## src/rtl/phase_step_mon_pkg.sv

```systemverilog
// Shared types and helpers for the phase-step settling monitor.
// Optional feature macro: PHASE_STEP_MON_PEAK_EN (per-channel peak |pe| tracking).
package phase_step_mon_pkg;

  typedef enum logic [1:0] {
    StIdle  = 2'd0,
    StTrack = 2'd1,
    StDone  = 2'd2
  } ch_state_e;

  // Channels slice this down to their own CNT_WIDTH to get the saturation limit.
  localparam int unsigned CntWidthMax = 32;
  localparam logic [CntWidthMax-1:0] CntAllOnes = '1;

  // x is the sample sign-extended to 32 bits; the result is clamped to 2^(width-1)-1
  // so the most negative sample does not wrap.
  function automatic logic [31:0] sat_abs(input logic [31:0] x, input int unsigned width);
    logic [31:0] lim;
    logic [31:0] mag;
    lim = (32'd1 << (width - 1)) - 32'd1;
    mag = x[31] ? (~x + 32'd1) : x;
    if (mag > lim) begin
      mag = lim;
    end
    return mag;
  endfunction

endpackage

```

## src/rtl/phase_step_mon_ch.sv

```systemverilog
// One settling-monitor channel: FSM, sample/in-band counters and sticky results.
// PHASE_STEP_MON_PEAK_EN builds the peak register; otherwise peak is tied to 0.
module phase_step_mon_ch
  import phase_step_mon_pkg::*;
#(
  parameter int unsigned PE_WIDTH   = 8,
  parameter int unsigned CNT_WIDTH  = 16,
  parameter int unsigned HOLD_WIDTH = 8
) (
  input  logic                  clk_ref,
  input  logic                  reset_n,
  input  logic                  start,
  input  logic                  pe_valid,
  input  logic [PE_WIDTH-1:0]   pe,
  input  logic [PE_WIDTH-2:0]   tol,
  input  logic [HOLD_WIDTH-1:0] hold,
  output logic                  busy,
  output logic                  done,
  output logic                  settled,
  output logic                  timeout,
  output logic [CNT_WIDTH-1:0]  settle_time,
  output logic [PE_WIDTH-2:0]   peak
);

  localparam logic [CNT_WIDTH-1:0]  CntLimit = CntAllOnes[CNT_WIDTH-1:0];
  localparam logic [HOLD_WIDTH-1:0] InMax    = '1;

  ch_state_e             state_q, state_d;
  logic [CNT_WIDTH-1:0]  sample_cnt_q, sample_cnt_d;
  logic [HOLD_WIDTH-1:0] in_cnt_q, in_cnt_d;
  logic                  settled_q, settled_d;
  logic                  timeout_q, timeout_d;
  logic [CNT_WIDTH-1:0]  settle_time_q, settle_time_d;

  logic [PE_WIDTH-2:0]   abs_pe;
  logic [HOLD_WIDTH-1:0] hold_eff;
  logic [CNT_WIDTH-1:0]  sample_base, sample_inc;
  logic [HOLD_WIDTH-1:0] in_base, in_inc;
  logic                  take, in_band, settle_hit, sat_hit, exit_hit;

  assign abs_pe   = (PE_WIDTH-1)'(sat_abs(32'(signed'(pe)), PE_WIDTH));
  assign in_band  = (abs_pe <= tol);
  assign hold_eff = (hold == '0) ? HOLD_WIDTH'(1) : hold;

  // A start restarts from cleared counters, and a sample in the same cycle is sample 1.
  always_comb begin
    sample_base = start ? '0 : sample_cnt_q;
    in_base     = start ? '0 : in_cnt_q;
    take        = pe_valid && (start || (state_q == StTrack));
    sample_inc  = sample_base + CNT_WIDTH'(1);
    if (!in_band) begin
      in_inc = '0;
    end else if (in_base == InMax) begin
      in_inc = in_base;
    end else begin
      in_inc = in_base + HOLD_WIDTH'(1);
    end
    settle_hit   = take && (in_inc >= hold_eff);
    sat_hit      = take && (sample_inc == CntLimit);
    exit_hit     = settle_hit || sat_hit;
    sample_cnt_d = take ? sample_inc : sample_base;
    in_cnt_d     = take ? in_inc : in_base;

    settled_d     = start ? 1'b0 : settled_q;
    timeout_d     = start ? 1'b0 : timeout_q;
    settle_time_d = start ? '0 : settle_time_q;
    if (settle_hit) begin
      settled_d     = 1'b1;
      timeout_d     = 1'b0;
      // Exact modulo 2^CNT_WIDTH since the true result never exceeds sample_inc.
      settle_time_d = sample_inc - CNT_WIDTH'(hold_eff) + CNT_WIDTH'(1);
    end else if (sat_hit) begin
      settled_d     = 1'b0;
      timeout_d     = 1'b1;
      settle_time_d = '1;
    end
  end

  always_ff @(posedge clk_ref or negedge reset_n) begin
    if (!reset_n) begin
      state_q <= StIdle;
    end else begin
      state_q <= state_d;
    end
  end

  always_comb begin
    state_d = StIdle;
    if (exit_hit) begin
      state_d = StDone;
    end else if (start || (state_q == StTrack)) begin
      state_d = StTrack;
    end
  end

  always_comb begin
    busy        = (state_q == StTrack);
    done        = (state_q == StDone);
    settled     = settled_q;
    timeout     = timeout_q;
    settle_time = settle_time_q;
  end

  always_ff @(posedge clk_ref or negedge reset_n) begin
    if (!reset_n) begin
      sample_cnt_q  <= '0;
      in_cnt_q      <= '0;
      settled_q     <= 1'b0;
      timeout_q     <= 1'b0;
      settle_time_q <= '0;
    end else begin
      sample_cnt_q  <= sample_cnt_d;
      in_cnt_q      <= in_cnt_d;
      settled_q     <= settled_d;
      timeout_q     <= timeout_d;
      settle_time_q <= settle_time_d;
    end
  end

`ifdef PHASE_STEP_MON_PEAK_EN
  logic [PE_WIDTH-2:0] peak_q, peak_d;

  always_comb begin
    peak_d = start ? '0 : peak_q;
    if (take && (abs_pe > peak_d)) begin
      peak_d = abs_pe;
    end
  end

  always_ff @(posedge clk_ref or negedge reset_n) begin
    if (!reset_n) begin
      peak_q <= '0;
    end else begin
      peak_q <= peak_d;
    end
  end

  assign peak = peak_q;
`else
  assign peak = '0;
`endif

endmodule

```

## src/rtl/phase_step_monitor.sv

```systemverilog
// Multi-channel phase-step settling monitor; one phase_step_mon_ch per channel.
// Define PHASE_STEP_MON_PEAK_EN to build the per-channel peak |pe| registers.
module phase_step_monitor
  import phase_step_mon_pkg::*;
#(
  parameter int unsigned N_CH       = 4,
  parameter int unsigned PE_WIDTH   = 8,
  parameter int unsigned CNT_WIDTH  = 16,
  parameter int unsigned HOLD_WIDTH = 8
) (
  input  logic                          clk_ref,
  input  logic                          reset_n,
  input  logic [N_CH-1:0]               start,
  input  logic [N_CH-1:0]               pe_valid,
  input  logic [N_CH*PE_WIDTH-1:0]      pe,
  input  logic [PE_WIDTH-2:0]           tol,
  input  logic [HOLD_WIDTH-1:0]         hold,
  output logic [N_CH-1:0]               busy,
  output logic [N_CH-1:0]               done,
  output logic [N_CH-1:0]               settled,
  output logic [N_CH-1:0]               timeout,
  output logic [N_CH*CNT_WIDTH-1:0]     settle_time,
  output logic [N_CH*(PE_WIDTH-1)-1:0]  peak
);

  for (genvar c = 0; c < N_CH; c++) begin : g_ch
    phase_step_mon_ch #(
      .PE_WIDTH  (PE_WIDTH),
      .CNT_WIDTH (CNT_WIDTH),
      .HOLD_WIDTH(HOLD_WIDTH)
    ) u_ch (
      .clk_ref    (clk_ref),
      .reset_n    (reset_n),
      .start      (start[c]),
      .pe_valid   (pe_valid[c]),
      .pe         (pe[c*PE_WIDTH +: PE_WIDTH]),
      .tol        (tol),
      .hold       (hold),
      .busy       (busy[c]),
      .done       (done[c]),
      .settled    (settled[c]),
      .timeout    (timeout[c]),
      .settle_time(settle_time[c*CNT_WIDTH +: CNT_WIDTH]),
      .peak       (peak[c*(PE_WIDTH-1) +: (PE_WIDTH-1)])
    );
  end

endmodule
```

## config.mk

```make
export PLATFORM = sky130hd
export DESIGN_NAME = phase_step_monitor
export DESIGN_NICKNAME = d
export VERILOG_FILES = /design/src/rtl/phase_step_mon_pkg.sv /design/src/rtl/phase_step_mon_ch.sv /design/src/rtl/phase_step_monitor.sv
export SDC_FILE = /design/constraint.sdc
export NUM_CORES = 1
export LEC_CHECK = 0
export ABC_AREA = 1
export CELL_PAD_IN_SITES_DETAIL_PLACEMENT = 1
export CELL_PAD_IN_SITES_GLOBAL_PLACEMENT = 1
export CORE_UTILIZATION = 42
export CTS_CLUSTER_SIZE = 24
export DETAILED_ROUTE_END_ITERATION = 10
export DONT_BUFFER_PORTS = 1
export PLACE_DENSITY_LB_ADDON = 0.1
export SLEW_MARGIN = 20
export SYNTH_ARGS = -nofsm -noshare
export SYNTH_HDL_FRONTEND = slang
export SYNTH_SLANG_ARGS = --single-unit
```

## constraint.sdc

```tcl
create_clock -name clk_ref -period 3.1 [get_ports clk_ref]
set_input_delay 0.62 -clock clk_ref [delete_from_list [all_inputs] [get_ports clk_ref]]
set_output_delay 0.62 -clock clk_ref [all_outputs]
set_load 0.01 [all_outputs]
```

# Yosys cells after proc, flatten, opt, wreduce, memory -nomap -nowiden
# Cells that the tools add are included.
[word_totals] mem_bits_ro=0 mem_bits_rw=0 mem_count=0 latch_bits=0 elab_cells=174 reg_bits=176
[classes] n_reduce_logical=25 multipliers=0 div_mod_pow=0 shifts=0 n_lt_le_gt_ge=12 muxes=73 eq_ne=16 addsub=20 bitwise_logic=4
[ops] op="$mux W16" n=20
[ops] op="$mux W8" n=17
[ops] op="$add A16 B1 Y16 const B" n=8
[ops] op="$add A32 B1 Y32 const B" n=4
[ops] op="$gt A32 B7 Y1 const B" n=4
[ops] op="$mux W32" n=4
[ops] op="$not A32 Y32" n=4
[ops] op="$eq A16 B16 Y1 const B" n=4
[ops] op="$sub A16 B8 Y16" n=4
[ops] op="$add A8 B1 Y8 const B" n=4
[ops] op="$eq A8 B8 Y1 const B" n=4
[ops] op="$ge A8 B8 Y1" n=4
[ops] op="$le A7 B7 Y1" n=4
[ops] op="$mux W7" n=4
[ops] op="$mux W1" n=24
[ops] op="$logic_and A1 B1 Y1" n=12
[ops] op="$reduce_bool A3 Y1" n=4
[ops] op="$eq A2 B1 Y1 const B" n=4
[ops] op="$eq A2 B2 Y1 const B" n=4
[ops] op="$logic_not A8 Y1" n=1
[ops] op="$logic_or A1 B1 Y1" n=8
[ops] op="$mux W2" n=4

# Depth between registers and ports, before layout
# Gate-level depths: netlist (run 1).
[logic_depth] ltp_word=11 depth_mapped=30

# Cells and area by module
# Synthesis (run 1) repeated with hierarchy kept, for this count alone.
[hier_totals] hier_cells=2527 hier_area_um2=17003.8
[modules_own_cells] mod="phase_step_mon_ch at g_ch[0].u_ch ..." seq_area_each_um2=1101.1 n_inst=2 cells_each=637 area_each_um2=4281.6
[modules_own_cells] mod="phase_step_mon_ch at g_ch[3].u_ch" seq_area_each_um2=1101.1 n_inst=1 cells_each=637 area_each_um2=4242.8
[modules_own_cells] mod="phase_step_mon_ch at g_ch[2].u_ch" seq_area_each_um2=1101.1 n_inst=1 cells_each=616 area_each_um2=4197.8

# Least setup slack after synthesis (run 1)
# OpenSTA, ideal clock, no wires.
[synth_path] path_kind="in2reg" start="input port pe[25]" end="register g_ch[3].u_ch.settled_q" slack_ps=-714 n_path_buf=2 arrival_ps=3746 cell_stages=22 path_cell_list="nor3_1 nand2_1 nor4_1 inv_1 nand2_1 ha_1 inv_1 o31a_1 o21ai_0 nand2_1 nand2_1 inv_1 ha_1 a21oi_1 o21ai_0 nand2_1 nand3_1 nand2_1 buf_2 buf_1 nand4_1 nand2_1"
[synth_via] elab_chain_cells=10
[synth_lines] element="start, declared" line_no="phase_step_monitor.sv:15" text="input logic [N_CH*PE_WIDTH-1:0] pe,"
[synth_lines] element="$not A32 Y32" line_no="phase_step_mon_pkg.sv:21" text="mag = x[31] ? (~x + 32'd1) : x;"
[synth_lines] element="$add A32 B1 Y32" line_no="phase_step_mon_pkg.sv:21"
[synth_lines] element="$mux W32 *" line_no="phase_step_mon_pkg.sv:21"
[synth_lines] element="$gt A32 B7 Y1" line_no="phase_step_mon_pkg.sv:22" text="if (mag > lim) begin"
[synth_lines] element="$mux W7 *" line_no="phase_step_mon_pkg.sv:22"
[synth_lines] element="$le A7 B7 Y1 *" line_no="phase_step_mon_ch.sv:42" text="assign in_band = (abs_pe <= tol);"
[synth_lines] element="$mux W8 *" line_no="phase_step_mon_ch.sv:51" text="if (!in_band) begin"
[synth_lines] element="$ge A8 B8 Y1 *" line_no="phase_step_mon_ch.sv:58" text="settle_hit = take && (in_inc >= hold_eff);"
[synth_lines] element="$logic_and A1 B1 Y1 *" line_no="phase_step_mon_ch.sv:58"
[synth_lines] element="$reduce_bool A3 Y1 (no line) or $mux W1 (tied branches)"
[synth_lines] element="end signal, assigned" line_no="phase_step_mon_ch.sv:114" text="settled_q <= settled_d;"
[synth_lines] element="end, declared" line_no="phase_step_mon_ch.sv:31" text="logic settled_q, settled_d;"
# Every way passes the cells marked *; elsewhere a longest branch is shown, timed or not.
# A chain may end at the register's enable or synchronous reset.

# Worst setup path after layout (run 1)
[layout_path] start="input port pe[16]" end="register g_ch[2].u_ch.settle_time_q[3]"
[layout_via] elab_chain_cells=10
[layout_lines] element="$not A32 Y32" line_no="phase_step_mon_pkg.sv:21"
[layout_lines] element="$add A32 B1 Y32" line_no="phase_step_mon_pkg.sv:21"
[layout_lines] element="$mux W32 *" line_no="phase_step_mon_pkg.sv:21"
[layout_lines] element="$gt A32 B7 Y1" line_no="phase_step_mon_pkg.sv:22"
[layout_lines] element="$mux W7 *" line_no="phase_step_mon_pkg.sv:22"
[layout_lines] element="$le A7 B7 Y1 *" line_no="phase_step_mon_ch.sv:42"
[layout_lines] element="$mux W8 *" line_no="phase_step_mon_ch.sv:51"
[layout_lines] element="$ge A8 B8 Y1 *" line_no="phase_step_mon_ch.sv:58"
[layout_lines] element="$logic_and A1 B1 Y1 *" line_no="phase_step_mon_ch.sv:58"
[layout_lines] element="$reduce_bool A3 Y1 (no line) or $mux W16 (tied branches)"
[layout_lines] element="end signal, assigned" line_no="phase_step_mon_ch.sv:116" text="settle_time_q <= settle_time_d;"
[layout_lines] element="end, declared" line_no="phase_step_mon_ch.sv:33" text="logic [CNT_WIDTH-1:0] settle_time_q, settle_time_d;"
# Marks and branches as above.

==> results.json, run 1 <==
{
  "critPathLaunchType": "input pin",
  "crit_top_cell": "nand2_8",
  "gp_congestion": 0.897,
  "regToRegSetupSlack_ns": -0.39,
  "clockBufferDepth": 2,
  "seqPwrFrac_pct": 37.7,
  "irDropWorstVdd_uv": 372,
  "timing.rr.end": "g_ch[2].u_ch.settle_time[3]$_DFFE_PN0P_",
  "fin_cells": 3384,
  "critPathSlowestCell": "nor4_4",
  "portBuffers": 0,
  "htreeDepth": 4,
  "setup_viol": 80,
  "die_area_mm2": 0.0405,
  "rsz0062_at_grt": "true",
  "dieHeight_um": 201,
  "synthArstFlopShare_pct": 100,
  "p_per_area_mw_per_mm2": 279,
  "hold_class": "input pin to async pin",
  "worstPathArrival_ns": 4.09,
  "cts_sinks": 176,
  "cpLargestDelayFamily": "simple AND/OR/NAND/NOR gates",
  "synth-edff-count": 0,
  "cpPeakStageDelay_ns": 0.37,
  "violations": "negative hold slack, negative setup slack",
  "drt_iter0_drc": 868,
  "slew_violations": 0,
  "area_growth_pct": 35.9,
  "ys_seq_area_share_pct": 26.4,
  "finalHoldViolations": 176,
  "cp_cell_sequence": "nor3_4 > nand2_2 > nor4_4 > a21oi_1 > o21ai_1 > ha_1 > nand2_1 > inv_1 > nand4_1 > nand3_4 > nand2_8 > nand2_4 > inv_4 > ha_4 > nand2_2 > nor2_2 > nand4_1 > nand3_4 > nand2_8 > buf_12 > nand2_8 > o21ai_1 > nand2_1",
  "yosysWarnings": 0,
  "drive_above_1_share_pct": 27.9,
  "clk_latency_ns": 0.49,
  "fin_crit_sh_pct": 118,
  "holdWs_ns": -0.182,
  "crit_required_ns": 3.52,
  "floorplan.initialDensity_pct": 42.9,
  "avgSynthCellArea_um2": 6.62,
  "power_leakage_nw": 12.0,
  "cts_root_buffer": "clkbuf_16",
  "crit_type": "input pin to flop",
  "num-nets-final": 3094,
  "grt_max_degree": 177,
  "netlist_instances": 2522,
  "synthTopCellsByCount": "nand2_1 (708), inv_1 (388), nor2_1 (231)",
  "internal-power_mw": 4.17,
  "track_usage_pct": 30.2,
  "critical_path_buf_inv_count": 3,
  "reg2reg_from": "g_ch[2].u_ch.in_cnt_q[0]$_DFF_PN0_",
  "drc": 0,
  "drv_cap": 0,
  "pwr-share-comb_pct": 24.9,
  "clk_pin_slew_ns": 0.09,
  "clkPwrFrac_pct": 37.4,
  "row_count": 72,
  "cts-buffers-inserted": 17,
  "fin_crit_ns": 3.67,
  "grt_pass1_vias": 19900,
  "swShare_pct": 34.0,
  "antenna_found_initial": 1,
  "drt-total-wl_um": 66900,
  "grt_pass1_wl_um": 99200,
  "die_x_um": 201,
  "fillers": 4953,
  "cts_tree": "built",
  "wl_per_cell_um": 19.8,
  "diodes": 0,
  "worst_pin_slew_ns": 0.996,
  "final.setup_skew_ns": 0.0148,
  "setup_ws_ns": -0.570,
  "vias_per_cell": 5.48,
  "grt_overflow": 0,
  "synth_area_mm2": 0.0167,
  "vias": 18500,
  "dp.cells": 3269,
  "ys_ff_latch": 176,
  "tns_ns": -29.89,
  "boundaryPins": 165,
  "ys.flop_type": "dfrtp_1",
  "synthTopCellsByArea": "dfrtp_1 (26%), nand2_1 (16%), ha_1 (13%)",
  "cp.depth": 23,
  "core_mm2": 0.0389,
  "synth.distinct_cells": 47,
  "netlist.area_leader.share_pct": 26.4,
  "cp-end-kind": "flop",
  "dp_hpwl_um": 41900,
  "status": "finished, violations left",
  "max_freq_mhz": 272,
  "synth.most_common_cell": "nand2_1",
  "drtAntennaViolNets": 0,
  "switching_power_mw": 2.15,
  "slew-limit-headroom_pct": 33.6,
  "drtPass1Iterations": 4,
  "synth_top_area_cell": "dfrtp_1",
  "path_max_fanout": 8,
  "final_util_pct": 58.3,
  "reg2reg_depth": 23
}
worst register-to-register path: stages, from the launching register on:
cell      delay [ns]
dfrtp_1         0.33
inv_1           0.08
nor2_1          0.17
ha_1            0.18
inv_1           0.06
nor3_2          0.25
nand2_1         0.26
inv_1           0.25
nand2_1         0.13
nand2_1         0.14
nand2_4         0.08
inv_4           0.07
ha_4            0.20
inv_2           0.08
o21bai_4        0.07
nand2_2         0.08
nand2_2         0.06
nand2_4         0.08
nand3_4         0.12
nand2_8         0.21
buf_12          0.14
nand2_8         0.08
o21ai_1         0.14
nand2_1         0.10
layer usage:
| layer | share of wire [%] | vias to the layer above | GRT usage (%) |
|---|---|---|---|
| li1 | - | 8726 | - |
| met1 | 41 | 9136 | 34.5 |
| met2 | 50 | 476 | 55.2 |
| met3 | 4.2 | 206 | 5.34 |
| met4 | 4.6 | 2 | 12.1 |
| met5 | 0.019 | - | 0 |
stage by stage:
stage                     setup slack [ns]  power [mW]  instance area (um2)
after floorplan                     -0.245        3.16                17300
after global placement              -0.643        3.51                19600
after detailed placement            -0.762        3.58                19600
after CTS                           -0.144        6.11                21700
after global routing                -0.740        6.56                22700
final                               -0.570        6.32                22700
cell usage in the layout, fill, tap and decap left out, types with 41 or more instances in the layout:
cell and instances:
ha_1 143, nand3_1 131, inv_2 48, buf_4 329, dfrtp_1 176, nor2_1 202, a21oi_1 55, o21ai_0 119
nand2_2 74, nand2_1 601, nand2_4 41, inv_1 335, nand4_1 117
how the worst max path moves through the flow:
stage,from,to
floorplan,pe[25],g_ch[3].u_ch.settled$_DFFE_PN0P_
global placement,pe[1],g_ch[0].u_ch.settle_time[12]$_DFFE_PN0P_
detailed placement,pe[9],g_ch[1].u_ch.settle_time[1]$_DFFE_PN0P_
CTS,pe[1],g_ch[0].u_ch.settle_time[0]$_DFFE_PN0P_
global route,pe[16],g_ch[2].u_ch.settle_time[5]$_DFFE_PN0P_
finish,pe[16],g_ch[2].u_ch.settle_time[3]$_DFFE_PN0P_
final cells by class:
type / count / area [um2] / share of cell area, %
Multi-Input combinational cell: 1879 / 12100 / 53.3
Sequential cell: 176 / 4400 / 19.4
Timing Repair Buffer: 372 / 3200 / 14.1
Inverter: 404 / 1690 / 7.47
Tap cell: 518 / 648 / 2.86
Clock buffer: 18 / 439 / 1.94
Clock inverter: 14 / 169 / 0.745
Timing Repair inverter: 3 / 41.3 / 0.182
flip-flops by register name (all words and copies together) (netlist names):
signal / cells
g_ch.u_ch.in_cnt_q: 32
g_ch.u_ch.sample_cnt_q: 64
g_ch.u_ch.settle_time: 64
g_ch.u_ch.settled: 4
g_ch.u_ch.state_q: 8
g_ch.u_ch.timeout: 4
power groups by stage:
| stage | Combinational (mW) | Sequential [mW] | Clock [mW] |
|---|---|---|---|
| 2_1_floorplan | 0.749 | 2.42 | 0 |
| 3_3_place_gp | 1.09 | 2.42 | 0 |
| 3_5_place_dp | 1.15 | 2.43 | 0 |
| 4_1_cts | 1.35 | 2.38 | 2.38 |
| 5_1_grt | 1.70 | 2.39 | 2.47 |
| 6_report | 1.58 | 2.38 | 2.36 |
logic make-up after synthesis:
| family | Yosys count | share of synthesized area [%] |
|---|---|---|
| AOI/OAI and AO/OA | 274 | 8.58 |
| xor gates and xnor gates | 57 | 2.99 |
| adders and majority gates | 184 | 14.0 |
| buffers and inverters | 504 | 13.0 |
| DFF | 176 | 26.4 |
| other | 1 | 0.0225 |
| and+or+nand+nor | 1326 | 35.1 |
what timing repair did:
action,CTS,global route
setup endpoints to repair,80,81
buffers inserted,49,15
pin swaps,111,120
endpoints found under the hold margin,176,176
gates resized for setup,223,182
gates cloned,14,10
Note: power is estimated with default switching activity, not from simulation.
==> run 2: changes to the inputs <==
==> constraint.sdc (replaced) <==
create_clock -name clk_ref -period 3.1 [get_ports clk_ref]
set_input_delay 0.93 -clock clk_ref [delete_from_list [all_inputs] [get_ports clk_ref]]
set_output_delay 0.93 -clock clk_ref [all_outputs]
set_load 0.01 [all_outputs]
==> run 2 against run 1 <==
Critical path depth increased by 2. Register-to-register slack got worse by 0.08 ns. Via count increased by 2.9%. Sequential power about the same. The run ends with negative setup slack left. Maximum frequency decreased by 3.0%. Critical endpoint is now g_ch[1].u_ch.settle_time[7]$_DFFE_PN0P_.
==> results.json, run 2 (same netlist as run 1, synthesis figures left out) <==
{
  "total_power_mw": 6.29,
  "violations": "negative setup slack",
  "dieHeight_um": 201,
  "setup_viol": 80,
  "grt_max_degree": 177,
  "drt-total-wl_um": 71200,
  "crit_end": "g_ch[1].u_ch.settle_time[7]$_DFFE_PN0P_",
  "drv_cap": 0,
  "drtAntennaViolNets": 0,
  "die_area_mm2": 0.0405,
  "drtPass1Iterations": 5,
  "portBuffers": 0,
  "finalHoldViolations": 0,
  "crit_required_ns": 3.51,
  "wl_per_cell_um": 20.6,
  "drt_iter0_drc": 1051,
  "row_count": 72,
  "final_common_cell": "nand2_1",
  "antenna_found_initial": 1,
  "reg2reg_from": "g_ch[0].u_ch.sample_cnt_q[1]$_DFF_PN0_",
  "num-nets-final": 3158,
  "fin_crit_ns": 3.78,
  "crit_type": "input pin to flop",
  "grt_pass1_wl_um": 103000,
  "area_growth_pct": 38.8,
  "dp_hpwl_um": 43000,
  "clk_pin_slew_ns": 0.08,
  "cp-end-kind": "flop",
  "vias": 19100,
  "fillers": 4947,
  "worst_pin_slew_ns": 0.825,
  "vias_per_cell": 5.53,
  "cts_sinks": 176,
  "slew_violations": 0,
  "cts-buffers-inserted": 17,
  "htreeDepth": 4,
  "clk_latency_ns": 0.48,
  "power_leakage_nw": 12.2,
  "final.setup_skew_ns": 0.0109,
  "startpoint": "pe[8]",
  "cts_hold_repair.buffers": 0,
  "grt_overflow": 0,
  "cts_root_buffer": "clkbuf_16",
  "tns_ns": -47.21,
  "worstPathArrival_ns": 4.19,
  "irDropWorstVdd_uv": 440,
  "boundaryPins": 165,
  "final_cell_mix": "nand2_1 (601), buf_4 (394), inv_1 (334)",
  "timing.rr.end": "g_ch[0].u_ch.settle_time[6]$_DFFE_PN0P_",
  "floorplan.initialDensity_pct": 42.9,
  "path_max_fanout": 8,
  "max_freq_mhz": 264,
  "grt_pass1_vias": 20300,
  "status": "finished, violations left",
  "core_mm2": 0.0389,
  "setup_ws_ns": -0.684,
  "drc": 0,
  "p_per_area_mw_per_mm2": 271,
  "clockBufferDepth": 2,
  "regToRegSetupSlack_ns": -0.47,
  "cts_tree": "built",
  "die_x_um": 201,
  "track_usage_pct": 31.1,
  "drive_above_1_share_pct": 29.5,
  "slew-limit-headroom_pct": 45.0,
  "gp_congestion": 0.890,
  "hold_class": "input pin to async pin",
  "reg2reg_depth": 20,
  "fin_crit_sh_pct": 122,
  "critPathLaunchType": "input pin",
  "rsz0062_at_grt": "true"
}
## run 2: per-layer routing
metal	wire length, um	track usage (%)	part of all wire [%]	up-vias
li1	-	-	-	8840
met1	28100	36.1	39	9447
met2	36700	57.3	51	564
met3	3120	4.23	4.4	233
met4	3350	12.2	4.7	0
met5	0	0	0	-
## run 2: what timing repair did
action                     CTS  global route
gates resized for setup    220           194
gates cloned                18             3
pin swaps                  127           129
setup buffers               28            19
setup endpoints to repair   80            80
## run 2: area by class of cell
cell class              count  area, um2  share of cell area (%)
repair buffers            437       3680                    15.9
repair inverters            3       41.3                   0.178
clock inverters            15        170                   0.734
inverters                 404       1710                    7.36
flip-flops and latches    176       4400                    19.0
clock buffers              17        425                    1.84
diodes                      1       2.50                  0.0108
multi-input cells        1878      12100                    52.2
well taps                 518        648                    2.80
## run 2: worst min-delay path by stage
stage                                                  end  slack, ns  depth (start not counted)
detailed placement      g_ch[2].u_ch.in_cnt_q[2]$_DFF_PN0_       0.54                          2
CTS                 g_ch[3].u_ch.sample_cnt_q[9]$_DFF_PN0_       0.14                          0
global route        g_ch[3].u_ch.sample_cnt_q[7]$_DFF_PN0_       0.14                          0
finish              g_ch[3].u_ch.sample_cnt_q[9]$_DFF_PN0_       0.15                          0
floorplan               g_ch[2].u_ch.in_cnt_q[2]$_DFF_PN0_       0.48                          2
global placement        g_ch[2].u_ch.in_cnt_q[2]$_DFF_PN0_       0.51                          2
## run 2: critical path, cell delays in order
cell	delay [ns]
inv_6	0.03
ha_4	0.13
inv_4	0.04
nor3_4	0.12
nor2_1	0.09
a21oi_1	0.22
o21ai_1	0.11
ha_1	0.33
nand2_1	0.07
nor2_1	0.15
nand2_1	0.07
o211ai_1	0.11
nand2_2	0.24
nand2_2	0.17
inv_2	0.06
ha_4	0.25
a21oi_2	0.12
o21a_1	0.14
nand3_2	0.10
nand2_4	0.14
buf_12	0.14
clkinv_8	0.06
nor2_4	0.22
nor2_1	0.08
nand2_1	0.07
## run 2: metrics by stage
step	std cells	util [%]	cell area, um2	hold WS [ns]	worst slack [ns]
after floorplan	2549	-	17300	0.481	-0.555
after global placement	3352	51.8	20200	0.505	-0.946
after detailed placement	3352	51.8	20200	0.538	-1.10
after CTS	3430	57.2	22200	0.142	-0.491
after global routing	3448	59.5	23200	0.137	-0.880
final	3449	59.5	23200	0.148	-0.684
## run 2: power breakdown
part	leakage [nW]	switching [mW]	total (mW)	internal, mW
clock network	0.285	1.20	2.35	1.15
registers	2.42	0.0441	2.39	2.34
logic	9.54	0.930	1.55	0.623
==> run 3: changes to the inputs <==
--- a/config.mk
+++ b/config.mk
@@ -12,6 +12,7 @@
 export CTS_CLUSTER_SIZE = 24
 export DETAILED_ROUTE_END_ITERATION = 10
 export DONT_BUFFER_PORTS = 1
+export GPL_ROUTABILITY_DRIVEN = 1
 export PLACE_DENSITY_LB_ADDON = 0.1
 export SLEW_MARGIN = 20
 export SYNTH_ARGS = -nofsm -noshare
==> results of run 3 <==
Final layout, timing and power as in run 2 (identical DEF).
